--- src/rtl/fpnew_pkg.sv ---
// Floating-point format enumeration and width lookup used to size Z-row
// elements. This is a minimal subset of the FPnew package.
package fpnew_pkg;

    typedef enum logic [2:0] {
        FP32,
        FP64,
        FP16,
        FP8,
        FP16ALT
    } fp_format_e;

    function automatic int unsigned fp_width(fp_format_e fmt);
        case (fmt)
            FP32:    return 32;
            FP64:    return 64;
            FP16:    return 16;
            FP8:     return 8;
            FP16ALT: return 16;
            default: return 16;
        endcase
    endfunction

endpackage

--- src/rtl/redmule_pkg.sv ---
// Shared RedMulE constants and the Z-drain state encoding.
package redmule_pkg;

    localparam int unsigned ARRAY_WIDTH = 12;

    typedef enum logic [1:0] {
        IDLE,
        DRAIN,
        FLUSH,
        DONE
    } z_drain_state_e;

endpackage

--- src/rtl/redmule_z_drain.sv ---
// Drains one tile of Z rows from the Z buffer onto the row-write channel,
// then discards the unused rows so the buffer always shifts W times per tile.
module redmule_z_drain
    import redmule_pkg::*;
#(
    parameter int unsigned          DW       = 288,
    parameter fpnew_pkg::fp_format_e FpFormat = fpnew_pkg::FP16,
    parameter int unsigned          Width    = ARRAY_WIDTH,
    localparam int unsigned         BITW     = fpnew_pkg::fp_width(FpFormat),
    localparam int unsigned         W        = Width,
    localparam int unsigned         D        = DW / BITW,
    localparam int unsigned         STRBW    = DW / 8,
    localparam int unsigned         RW       = $clog2(W) + 1,
    localparam int unsigned         CW       = $clog2(D) + 1
) (
    input  logic             clk_i,
    input  logic             rst_i,
    input  logic             clear_i,
    input  logic             start_i,
    input  logic [RW-1:0]    rows_lftovr_i,
    input  logic [CW-1:0]    cols_lftovr_i,
    input  logic [31:0]      base_addr_i,
    input  logic [31:0]      stride_i,
    input  logic [DW-1:0]    z_data_i,
    output logic             z_store_o,
    output logic             wr_valid_o,
    input  logic             wr_ready_i,
    output logic [DW-1:0]    wr_data_o,
    output logic [STRBW-1:0] wr_strb_o,
    output logic [31:0]      wr_addr_o,
    output logic             wr_last_o,
    output logic             busy_o,
    output logic             done_o
);

    z_drain_state_e   state_q, state_d;
    logic [RW-1:0]    sent_q, sent_d;
    logic [RW-1:0]    popped_q, popped_d;
    logic [RW-1:0]    y_width_q, y_width_d;
    logic [31:0]      next_addr_q, next_addr_d;
    logic [31:0]      stride_q, stride_d;
    logic             wr_valid_q, wr_valid_d;
    logic [DW-1:0]    wr_data_q, wr_data_d;
    logic [STRBW-1:0] wr_strb_q, wr_strb_d;
    logic [31:0]      wr_addr_q, wr_addr_d;
    logic             wr_last_q, wr_last_d;
    logic             done_q, done_d;

    logic             out_free;
    logic [RW-1:0]    rows_eff;
    int unsigned      depth;
    int unsigned      n_bytes;

    assign out_free = !wr_valid_q || wr_ready_i;

    always_comb begin
        state_d     = state_q;
        sent_d      = sent_q;
        popped_d    = popped_q;
        y_width_d   = y_width_q;
        next_addr_d = next_addr_q;
        stride_d    = stride_q;
        wr_valid_d  = wr_valid_q;
        wr_data_d   = wr_data_q;
        wr_strb_d   = wr_strb_q;
        wr_addr_d   = wr_addr_q;
        wr_last_d   = wr_last_q;
        done_d      = done_q;
        z_store_o   = 1'b0;
        rows_eff    = (rows_lftovr_i == '0) ? RW'(W) : rows_lftovr_i;
        depth       = (cols_lftovr_i == '0) ? D : 32'(cols_lftovr_i);
        n_bytes     = depth * BITW / 8;

        unique case (state_q)
            IDLE: begin
                if (start_i) begin
                    y_width_d   = rows_eff;
                    next_addr_d = base_addr_i;
                    stride_d    = stride_i;
                    sent_d      = '0;
                    popped_d    = '0;
                    wr_last_d   = 1'b0;
                    for (int unsigned b = 0; b < STRBW; b++) begin
                        wr_strb_d[b] = (b < n_bytes);
                    end
                    state_d     = DRAIN;
                end
            end
            DRAIN: begin
                if (out_free) begin
                    if (sent_q < y_width_q) begin
                        wr_data_d   = z_data_i;
                        wr_valid_d  = 1'b1;
                        wr_addr_d   = next_addr_q;
                        next_addr_d = next_addr_q + stride_q;
                        wr_last_d   = (sent_q == y_width_q - RW'(1));
                        z_store_o   = 1'b1;
                        sent_d      = sent_q + RW'(1);
                        popped_d    = popped_q + RW'(1);
                    end else begin
                        wr_valid_d  = 1'b0;
                        wr_last_d   = 1'b0;
                    end
                end
                // A full-height tile has nothing to flush and goes straight to DONE.
                if (sent_d == y_width_q) begin
                    if (popped_d != RW'(W)) begin
                        state_d = FLUSH;
                    end else if (!wr_valid_d) begin
                        state_d = DONE;
                        done_d  = 1'b1;
                    end
                end
            end
            FLUSH: begin
                if (out_free) begin
                    wr_valid_d = 1'b0;
                    wr_last_d  = 1'b0;
                end
                if (popped_q != RW'(W)) begin
                    z_store_o = 1'b1;
                    popped_d  = popped_q + RW'(1);
                end
                if (popped_d == RW'(W) && !wr_valid_d) begin
                    state_d = DONE;
                    done_d  = 1'b1;
                end
            end
            DONE: begin
                done_d  = 1'b0;
                state_d = IDLE;
            end
            default: state_d = IDLE;
        endcase

        if (clear_i) begin
            state_d    = IDLE;
            sent_d     = '0;
            popped_d   = '0;
            wr_valid_d = 1'b0;
            wr_last_d  = 1'b0;
            done_d     = 1'b0;
            z_store_o  = 1'b0;
        end
    end

    always_ff @(posedge clk_i or posedge rst_i) begin
        if (rst_i) begin
            state_q     <= IDLE;
            sent_q      <= '0;
            popped_q    <= '0;
            y_width_q   <= '0;
            next_addr_q <= '0;
            stride_q    <= '0;
            wr_valid_q  <= 1'b0;
            wr_data_q   <= '0;
            wr_strb_q   <= '0;
            wr_addr_q   <= '0;
            wr_last_q   <= 1'b0;
            done_q      <= 1'b0;
        end else begin
            state_q     <= state_d;
            sent_q      <= sent_d;
            popped_q    <= popped_d;
            y_width_q   <= y_width_d;
            next_addr_q <= next_addr_d;
            stride_q    <= stride_d;
            wr_valid_q  <= wr_valid_d;
            wr_data_q   <= wr_data_d;
            wr_strb_q   <= wr_strb_d;
            wr_addr_q   <= wr_addr_d;
            wr_last_q   <= wr_last_d;
            done_q      <= done_d;
        end
    end

    assign wr_valid_o = wr_valid_q;
    assign wr_data_o  = wr_data_q;
    assign wr_strb_o  = wr_strb_q;
    assign wr_addr_o  = wr_addr_q;
    assign wr_last_o  = wr_last_q;
    assign done_o     = done_q;
    assign busy_o     = (state_q != IDLE);

endmodule

--- config.mk ---
export PLATFORM = sky130hd
export DESIGN_NAME = redmule_z_drain
export DESIGN_NICKNAME = d
export VERILOG_FILES = /design/src/rtl/fpnew_pkg.sv /design/src/rtl/redmule_pkg.sv /design/src/rtl/redmule_z_drain.sv
export SDC_FILE = /design/constraint.sdc
export NUM_CORES = 1
export LEC_CHECK = 0
export ABC_AREA = 0
export ABC_CLOCK_PERIOD_IN_PS = 12200
export BUFFER_PORTS_ARGS = -buffer_cell sky130_fd_sc_hd__clkbuf_2
export CORE_AREA = 2 2 286 288
export DETAILED_ROUTE_END_ITERATION = 16
export DIE_AREA = 0 0 288 290
export GPL_TIMING_DRIVEN = 1
export PLACE_DENSITY = 0.47
export SETUP_SLACK_MARGIN = 0.4
export SYNTH_ARGS = -nofsm -noshare
export SYNTH_HDL_FRONTEND = slang
export SYNTH_SLANG_ARGS = --single-unit
--- constraint.sdc ---
create_clock -name clk_i -period 12.2 [get_ports clk_i]
set_input_delay 0.61 -clock clk_i [delete_from_list [all_inputs] [get_ports clk_i]]
set_output_delay 0.61 -clock clk_i [all_outputs]
set_load 0.05 [all_outputs]
==> results of run 1 <==
==> stage by stage <==
stage               setup slack (ns)  util [%]  hold WS, ns  cells
floorplan                       5.90         -        0.450   2168
global placement                8.18      29.1        0.458   3846
detailed placement              8.15      29.1        0.461   3846
CTS                             7.53      31.3        0.143   3942
global route                    7.21      31.3        0.163   3947
finish                          7.62      31.3        0.203   3948
==> cell usage in the layout (no fill, tap or decap), types with 17 or more instances in the layout <==
cell       count
inv_1         21
clkbuf_16     54
xnor2_1       27
ha_1          44
a21oi_1       69
clkbuf_2     728
a31oi_1       18
dfrtp_1      422
o21ai_0       70
nor2_1        43
a21o_1        19
buf_4         17
nand2_1     1117
nor3_1        23
clkbuf_8      17
==> final cells by class <==
type,count,area [um2]
fillers,8736,55100
clock buffers,83,1630
flip-flops and latches,422,10600
inverters,23,90.1
well taps,1060,1330
diodes,6,15.0
multi-input cells,1595,7540
clock inverters,13,118
repair buffers,746,3790
==> flip-flops by register name, indices dropped and copies added (netlist names) <==
signal / count
wr_addr_o: 32
wr_valid_o: 1
sent_q: 5
wr_last_o: 1
next_addr_q: 32
y_width_q: 5
state_q: 2
done_o: 1
wr_strb_o: 18
wr_data_o: 288
stride_q: 32
popped_q: 5
==> report_power, final <==
group	switching (mW)	internal, mW	leakage [nW]
Clock	0.636	0.934	0.859
Sequential	0.405	2.07	5.19
Combinational	3.89	1.22	7.70
==> worst max-delay path, stage by stage, from the launching register on <==
cell and delay [ns]:
dfrtp_1 0.41, inv_1 0.10, ha_1 0.27, nor2b_1 0.13
o211ai_1 0.14, a21boi_1 0.27, nor3_1 0.74, nand2_4 0.65
a21oi_1 0.35, clkbuf_2 0.31
==> cell families after synthesis <==
logic type | count (synthesis)
compound gates | 233
xor+xnor | 39
fa+ha+maj | 46
buf+inv | 151
flops | 422
mux | 16
simple gates | 1261
==> worst min path at each step <==
stage	to	depth (start not counted)	startpoint	slack [ns]
after floorplan	stride_q[0]$_DFFE_PP0P_	2	stride_q[0]$_DFFE_PP0P_	0.45
after global placement	wr_data_o[120]$_DFFE_PP0P_	2	wr_data_o[120]$_DFFE_PP0P_	0.46
after detailed placement	wr_data_o[136]$_DFFE_PP0P_	2	wr_data_o[136]$_DFFE_PP0P_	0.46
after CTS	wr_data_o[15]$_DFFE_PP0P_	3	z_data_i[15]	0.14
after global routing	wr_data_o[15]$_DFFE_PP0P_	3	z_data_i[15]	0.16
final	wr_data_o[9]$_DFFE_PP0P_	3	z_data_i[9]	0.20
==> Yosys cell counts, types with 4 or more instances <==
cell,count,area (um2)
nand4_1,7,43.8
o211ai_1,6,45.0
xnor2_1,27,236
xor2_1,12,105
a21o_1,19,143
or3_1,7,43.8
ha_1,45,563
nand2_1,1119,4200
o31ai_1,6,45.0
nor2_1,43,161
nor3_1,23,115
nand3_1,12,60.1
buf_4,18,135
a21oi_1,69,345
nand2b_1,8,50.1
and3_1,15,93.8
mux2i_1,15,150
clkbuf_1,91,342
o21ai_0,70,350
buf_1,16,60.1
a31oi_1,18,113
inv_1,22,82.6
and2_1,4,25.0
nor2b_1,7,43.8
o21bai_1,4,30.0
dfrtp_1,422,10600
==> routing by layer <==
metal / wire (um) / vias to the layer above
li1: - / 8279
met3: 5360 / 107
met4: 2120 / 10
met1: 30100 / 7896
met5: 56 / -
met2: 34400 / 517
==> run metrics, run 1 <==
startpoint types register; post-DP HPWL 53600 um; Fin. Hold Viols 0; vias in the first global route 16500; Max Root-Sink Buffers 3; busiest grt layer met2; Tmin final 4.58 ns; Max-Cap Viols 0; hold_buf cts 0; Synth Area in XOR/XNOR 1.83%; Lkg Pwr 13.8 nW; Post-Route WL between 70000 and 80000 um; Wirelength per Cell 18.3 um; Via density 4.26; FF+latch count, synth 422; Async S/R FF share, synth 100%; antenna-violating nets left 0; final setup vio count 0; Sink Count 422; Rel. slew slack 30.7%; Yosys cell types 70; CTS Buf Count 52; area of the core 0.0802 mm2; total power about 9.2 mW; P per Cell Area 365 mW/mm2; FF-to-FF setup slack about 8.2 ns; post-synthesis mux area share 0.863%; FMAX 0.218 GHz; GP Congestion 0.860; post-synthesis compound-gate area fraction between 7 and 8%; final design area excluding fillers 0.0251 mm2; DR vias 16800; R2R depth 9; total global-route track usage 16.8%; layout cell share with drive strength beyond 1 approximately 30%; First DRT Iteration DRCs 885; CP max FO 62; Die Area ~0.084 mm2; met2 Use GR 28.0%; Root Buffer clkbuf_16; synthesized cell area 0.0187 mm2; initial antenna violation count 14; Worst Tran Pin Value 1.04 ns; arrival time worst endpoint 3.97 ns; yosys warns 0; RR Startpoint y_width_q[2]$_DFFE_PP0P_; first-pass GRT wire length 107000 um; Final #Nets 3254; Worst Path Required 11.59 ns; R2R Path End wr_data_o[181]$_DFFE_PP0P_; Die W ~290 um; Syn Inst Count between 2000 and 2500; WS Path Type reg2out; M3 GR Usage 4.72%; Post-CTS Setup Bufs 0; final setup TNS 0 ns; period utilization 37.6%; Hold WC Path Type in2reg; largest net degree at the start of global routing 141; syn nets 2582; endpoint class of the critical path output port; first-pass iteration count of the detailed router 5; Max Slew Vio Count 0; Area after DPL 0.0233 mm2; H-tree depth 2; Post-synth EDFFs 0; cts repair resizes 0; GRT met1 Usage between 20% and 30%; IO buf count 728; Avg Cell Area, Syn 8.63 um2; clk_lat worst skew 0.59 ns; RSZ-0062 raised after global routing false; # rows 104; worst vdd ir 0.174 mV; Die Y approximately 290 um; outcome completed; crit path to z_store_o; CTS tree built; area share of fa/ha/maj cells after synthesis 3.12%; DRC 0; IO Count 729; GRT overflow 0; Initial Utilization 23.3%; Main synth FF type dfrtp_1; largest family of logic cells by synthesized area simple AND/OR/NAND/NOR gates; Worst Setup SP y_width_q[1]$_DFFE_PP0P_; register area share after synthesis a little under three fifths; Synth Area in Simple Gates 26.5%; area added between synthesis and finish 34.0%; skew final between 0.01 and 0.015 ns; clk slew on worst S/H paths 0.06 ns
No activity file was read; power rests on OpenSTA's default activity.
==> run 2, diff against run 1 <==
Settings changed: ABC_AREA 0 to 1, ABC_CLOCK_PERIOD_IN_PS 12200 to 4000, CORE_AREA 2 2 286 288 to 2 2 282 284, DIE_AREA 0 0 288 290 to 0 0 284 286, PLACE_DENSITY 0.47 to 0.49.
Clock period 12.2 ns to 4 ns, I/O delays scaled along.
==> run 2 against run 1 <==
Sequential share of layout area is 6.0 points lower. Die area is 2.7% lower. Worst hold slack worse by 0.17 ns. Combinational power grew to 3.2 times the previous value. First-iteration DRC count is 6.1% higher. Register-to-register slack worse by 7.2 ns. Total power grew to 3.1 times the previous value. Critical path type unchanged. Critical endpoint unchanged. Largest cell class unchanged.
==> run metrics, run 2 <==
outcome completed; final setup TNS 0 ns (unchanged); Wirelength per Cell 16.5 um (-9.8%); IO Count 729 (unchanged); Initial Utilization 24.6% (+1.3 points); Worst path slowest cell dfrtp_1; Hold EP next_addr_q[21]$_DFFE_PP0P_; first-pass GRT wire length 114000 um (+6.9%); synthesized cell area 0.0193 mm2 (+3.1%); most common cell after layout, fill and taps aside nand2_1; Main synth FF type dfrtp_1; Final Core Density 37.3% (+6.1 points); final setup margin 0.730 ns (-6.89 ns); CP Buf/Inv Count 3 (+1); leading area contributor after synthesis dfrtp_1; First DRT Iteration DRCs 939 (+6.1%); Yosys top cell area share 54.7% (-1.7 points); Post-Layout Cell Count 4522 (+15%); RR Startpoint y_width_q[2]$_DFFE_PP0P_; area added between synthesis and finish 51.6%; Fin. Hold Viols 0 (unchanged); Async S/R FF share, synth 100% (unchanged); delay-heaviest family, CP simple AND/OR/NAND/NOR gates; syn nets 2790 (+8.1%); Worst Tran Pin Value 0.907 ns (-0.132 ns); Die Area 0.0812 mm2 (-2.7%); startpoint types register; Hold WC Path Type in2reg; CP max FO 106 (+71%); cts repair resizes 0 (unchanged); Root Buffer clkbuf_16; WS Path Type reg2out; R2R Path End wr_data_o[230]$_DFFE_PP0P_; P per Cell Area 975 mW/mm2 (+170%); Lkg Pwr 15.9 nW (+16%); Max Root-Sink Buffers 3 (unchanged); CTS Buf Count 51 (-1.9%); yosys warns 0 (unchanged); count leader, synth nand2_1; commonest non-fill, non-tap cells in the layout nand2_1 (1251), clkbuf_2 (728), dfrtp_1 (422); IO buf count 728 (unchanged); Max Slew Vio Count 0 (unchanged); # fillers 8203 (-6.1%); skew final 0.0367 ns (+0.0234 ns); first-pass iteration count of the detailed router 6 (+1); Die W 284 um (-1.4%); worst vdd ir 0.625 mV (+260%); Rel. slew slack 39.5% (+8.8 points); Via density 4.24 (-0.40%); source of the worst hold timing path base_addr_i[21]; H-tree depth 2 (unchanged); WHS Path Cells 5 (+2); Syn Inst Count 2376 (+9.6%); Avg Cell Area, Syn 8.12 um2 (-5.9%); DRC 0 (unchanged); Worst Path Required 3.80 ns (-7.79 ns); DR vias 19200 (+14%); GRT overflow 0 (unchanged); clk slew on worst S/H paths 0.07 ns (about the same); # rows 103 (-0.96%); register area share after synthesis 54.7% (-1.7 points); Post-synth EDFFs 0 (unchanged); Sink Count 422 (unchanged); period utilization 81.7%; Levels on crit path 10 (+1); Tmin final around 3.3 ns; CP max stage delay 0.43 ns (-0.31 ns); Die Y 286 um (-1.4%); GP Congestion 0.857 (-0.37%); placed insts 4058 (+5.5%); post-DP HPWL 53600 um (-0.12%); Most common cell on crit path nand2_1; arrival time worst endpoint 3.07 ns (-0.90 ns); R2R depth 11 (+2); clk_lat worst skew 0.60 ns (about the same); Yosys cell types 52 (-26%); layout cell share with drive strength beyond 1 25.4% (-4.2 points); Placement Setup Slack 1.02 ns (-7.12 ns); max reg flops 288 (unchanged); Post-Route WL 74400 um (+3.3%); antenna-violating nets left 0 (unchanged); crit path cell chain inv_1 -> ha_1 -> nand2_1 -> nand2_1 -> nand2_4 -> nand4_4 -> nor2_4 -> inv_8 -> a21oi_1 -> clkbuf_2; top cells by area in the synthesized netlist dfrtp_1 (55%), nand2_1 (24%), ha_1 (2.9%); total global-route track usage 17.7% (+0.95 points); area of the core 0.0784 mm2 (-2.2%); FF-to-FF setup slack 1.00 ns (-7.16 ns); endpoint class of the critical path output port; vias in the first global route 19200 (+16%); Final #Nets 3842 (+18%); FF+latch count, synth 422 (unchanged); hold_buf cts 367 (+367); top cells by count, synth nand2_1 (1252), dfrtp_1 (422), inv_1 (110); largest net degree at the start of global routing 160 (+13%); RSZ-0062 raised after global routing false; final setup vio count 0 (unchanged); CTS tree built; initial antenna violation count 10 (-4); FMAX ~0.31 GHz; Post-CTS Setup Bufs 0 (unchanged); Max-Cap Viols 0 (unchanged)
run 2: cell types whose count changed in the layout (fill, tap and decap cells not counted), moves of 20 or more:
cell,before,now
nand2_1,1117,1251
nand3_1,12,47
xnor2_1,27,7
nor2_1,43,90
inv_1,21,109
dlygate4sd3_1,0,367
o21ai_1,0,32
a21oi_1,69,46
run 2: final cells by class:
cell class / instances / area (um2) / area share, %
Clock buffer: 68 / 1430 / 4.89
Clock inverter: 24 / 262 / 0.894
Antenna cell: 5 / 12.5 / 0.0428
Timing Repair Buffer: 1111 / 7520 / 25.7
Multi-Input combinational cell: 1721 / 7690 / 26.3
Tap cell: 1050 / 1310 / 4.49
Sequential cell: 422 / 10600 / 36.1
Inverter: 121 / 467 / 1.59
run 2: per-layer routing:
layer / part of all wire (%) / vias to the layer above / track usage, %
li1: - / 9495 / -
met2: 49 / 554 / 30.1
met5: 0.052 / - / 0
met3: 5.4 / 127 / 3.66
met4: 2.7 / 6 / 5.43
met1: 43 / 8993 / 22.6
run 2: report_power, final:
group	switching, mW	internal (mW)	total (mW)	leakage, nW
sequential	1.23	6.32	7.55	5.22
combinational	12.4	3.85	16.3	9.83
clock	1.95	2.78	4.73	0.836
run 2: worst max path at each step:
stage / from / end / slack [ns]
after CTS: y_width_q[2]$_DFFE_PP0P_ / z_store_o / 0.64
after global placement: y_width_q[2]$_DFFE_PP0P_ / wr_data_o[202]$_DFFE_PP0P_ / 1.06
after global routing: y_width_q[2]$_DFFE_PP0P_ / z_store_o / 0.51
final: y_width_q[2]$_DFFE_PP0P_ / z_store_o / 0.73
after detailed placement: y_width_q[2]$_DFFE_PP0P_ / wr_data_o[225]$_DFFE_PP0P_ / 1.02
after floorplan: rst_i / done_o$_DFFE_PP0P_ / -1.89
run 2: cell families after synthesis:
| group | after synthesis | share of synthesized area [%] |
|---|---|---|
| and+or+nand+nor | 1454 | 29.9 |
| DFF | 422 | 54.7 |
| buffers and inverters | 233 | 5.44 |
| AOI/OAI and AO/OA | 194 | 5.66 |
| adders and majority gates | 46 | 3.02 |
| xor gates and xnor gates | 27 | 1.23 |
run 2: worst register-to-register path, cell delays in order (launching register included):
cell	delay [ns]
dfrtp_1	0.43
inv_1	0.11
ha_1	0.33
nand2_1	0.06
nand2_1	0.10
nand2_4	0.09
nand4_4	0.16
nor2_4	0.10
inv_8	0.50
buf_4	0.79
nand2_1	0.18
nand2_1	0.10
run 2: per-stage QoR:
stage                     hold WS, ns  power [mW]  area, um2
after floorplan                 0.272        19.4      19300
after global placement          0.342        23.6      23900
after detailed placement        0.329        23.6      23900
after CTS                    0.000514        28.9      29200
after global routing           0.0482        30.5      29300
final                          0.0318        28.5      29300
==> run 3, diff against run 2 <==
Settings changed: ABC_AREA 1 to 0, ABC_CLOCK_PERIOD_IN_PS 4000 to 2900, CORE_AREA 2 2 282 284 to 2 2 286 288, DIE_AREA 0 0 284 286 to 0 0 288 290, PLACE_DENSITY 0.49 to 0.47.
Clock period 4 ns to 2.9 ns, I/O delays scaled along.
==> run 3 against run 2 <==
Critical path depth unchanged. Total power increased by 47%. Largest power group unchanged. Clock power increased by 46%. Combinational power increased by 52%. Highest routed layer is now met4.
==> run metrics, run 3 (same netlist as run 1, synthesis figures left out) <==
outcome completed; total global-route track usage 18.0% (+0.28 points); most common cell after layout, fill and taps aside nand2_1; DRC 0 (unchanged); Worst Tran Pin Value 0.706 ns (-0.202 ns); Hold WC Path Type in2reg; Max Slew Vio Count 0 (unchanged); startpoint types register; First DRT Iteration DRCs 863 (-8.1%); Tmin final 2.67 ns; Area after DPL 0.0240 mm2 (+0.32%); post-DP HPWL 57600 um (+7.6%); final setup vio count 0 (unchanged); # fillers 8159 (-0.54%); P per Cell Area 1380 mW/mm2 (+42%); GRT overflow 0 (unchanged); Lkg Pwr 16.0 nW (+0.63%); max reg flops 288 (unchanged); period utilization just over 90%; clk slew on worst S/H paths 0.07 ns (about the same); Rel. slew slack 52.9% (+13 points); final setup margin 0.228 ns (-0.503 ns); largest net degree at the start of global routing 121 (-24%); Final Hold Slack 0.0588 ns (+0.0270 ns); Die W 288 um (+1.4%); Die Area 0.0835 mm2 (+2.8%); GP Congestion 0.863 (+0.78%); first-pass iteration count of the detailed router 5 (-1); first-pass GRT wire length 117000 um (+2.2%); multi-input logic area 0.00796 mm2 (+3.4%); vias in the first global route 19300 (+0.19%); # rows 104 (+0.97%); final design area excluding fillers 0.0304 mm2 (+3.8%); commonest non-fill, non-tap cells in the layout nand2_1 (1117), clkbuf_2 (727), dfrtp_1 (420); Initial Utilization 23.3% (-1.3 points); worst vdd ir 0.935 mV (+50%); Die Y 290 um (+1.4%); Post-Route WL 79600 um (+6.9%); layout cell share with drive strength beyond 1 30.0% (+4.7 points); Clk network pwr share 16.4% (-0.2 points); Wirelength per Cell 18.0 um (+9.6%); Root Buffer clkbuf_16; endpoint class of the critical path output port; CTS Buf Count 50 (-2.0%); area added between synthesis and finish 62.4%; RSZ-0062 raised after global routing true; delay-heaviest family, CP buffers and inverters; Worst Path Required 2.76 ns (-1.04 ns); Worst path slowest cell dfrtp_1; CTS tree built; WS Path Type reg2out; CP max FO 2 (-98%); CP max stage delay 0.42 ns (about the same); Net Sw Frac 52.2% (-2.4 points); DR vias 18900 (-1.7%); Net Sw Power 21.9 mW (+41%); register share of total power 24.9% (-1.6 points); arrival time worst endpoint 2.53 ns (-0.54 ns); FMAX 0.374 GHz; H-tree depth 2 (unchanged); Via density 4.27 (+0.80%); sequential cell area 0.0106 mm2 (about the same); Final #Nets 3721 (-3.1%); Fin. Hold Viols 0 (unchanged); crit path cell chain ha_4 -> nor2b_1 -> o211ai_1 -> a21boi_2 -> buf_6 -> nor3_4 -> nand2_4 -> buf_12 -> a21oi_4 -> clkbuf_8; Placement Setup Slack -0.0528 ns (-1.07 ns); IO buf count 728 (unchanged); IO Count 729 (unchanged); Logic pwr share 58.7% (+1.7 points); Pint 20.1 mW (+55%); Sink Count 422 (unchanged); antenna-violating nets left 0 (unchanged); skew final 0.0158 ns (-0.0209 ns); FF-to-FF setup slack 0.24 ns (-0.76 ns); Max-Cap Viols 0 (unchanged); Max Root-Sink Buffers 3 (unchanged); area of the core 0.0802 mm2 (+2.3%); CP Buf/Inv Count 3 (unchanged); clk_lat worst skew 0.58 ns (-0.02 ns); initial antenna violation count 4 (-6)
-- run 3: path summary, 6_finish.rpt --
| check | start | endpoint | depth (start not counted) |
|---|---|---|---|
| worst max register to register | sent_q[1]$_DFFE_PP0P_ | done_o$_DFFE_PP0P_ | 11 |
| min in group asynchronous | rst_i | wr_data_o[4]$_DFFE_PP0P_ | 3 |
| worst min-delay path | cols_lftovr_i[4] | wr_strb_o[34]$_DFFE_PP0P_ | 4 |
| worst min register to register | wr_data_o[222]$_DFFE_PP0P_ | wr_data_o[222]$_DFFE_PP0P_ | 2 |
| max in group asynchronous | rst_i | wr_strb_o[1]$_DFFE_PP0P_ | 4 |
| worst max-delay path | sent_q[1]$_DFFE_PP0P_ | z_store_o | 10 |
-- run 3: power groups by stage --
| stage | Combinational (mW) | Clock [mW] | Sequential, mW |
|---|---|---|---|
| after floorplan | 8.41 | 0 | 18.0 |
| after global placement | 22.7 | 0 | 10.4 |
| after detailed placement | 22.6 | 0 | 10.5 |
| after CTS | 23.8 | 7.14 | 10.4 |
| after global routing | 26.5 | 7.37 | 10.8 |
| final | 24.7 | 6.91 | 10.4 |
-- run 3: cell type report --
| type | instances | area share (%) |
|---|---|---|
| tap | 1060 | 4.37 |
| multi-input combinational | 1595 | 26.2 |
| timing repair buffer | 1215 | 28.4 |
| antenna | 2 | 0.0165 |
| clock buffer | 71 | 4.77 |
| clock inverter | 22 | 1.15 |
| sequential | 422 | 34.8 |
| inverter | 23 | 0.297 |
-- run 3: stage by stage --
stage / power [mW] / instances / setup TNS (ns) / utilization, %
detailed placement: 33.1 / 3898 / -0.0598 / 29.9
finish: 42.0 / 4410 / 0 / 37.9
floorplan: 26.4 / 2168 / -1240.04 / -
CTS: 41.4 / 4378 / 0 / 37.3
global route: 44.7 / 4409 / 0 / 37.9
global placement: 33.1 / 3898 / 0 / 29.9
-- run 3: layer usage --
metal | track usage, % | part of all wire (%)
met5 | 0 | 0
met2 | 33.1 | 51
met4 | 5.76 | 3.1
met1 | 20.8 | 40
met3 | 3.39 | 5.4
-- run 3: worst min-delay path, stage by stage --
cell	delay, ns
clkbuf_2	0.13
a21oi_1	0.13
o21ai_0	0.12
nand2_1	0.08
-- run 3: what timing repair did --
action,in CTS,in global routing
gates resized for setup,50,50
gates cloned,1,5
buffers inserted,16,25
hold endpoints to repair,392,0
hold buffers,370,0
pin swaps,28,40
setup endpoints to repair,103,286
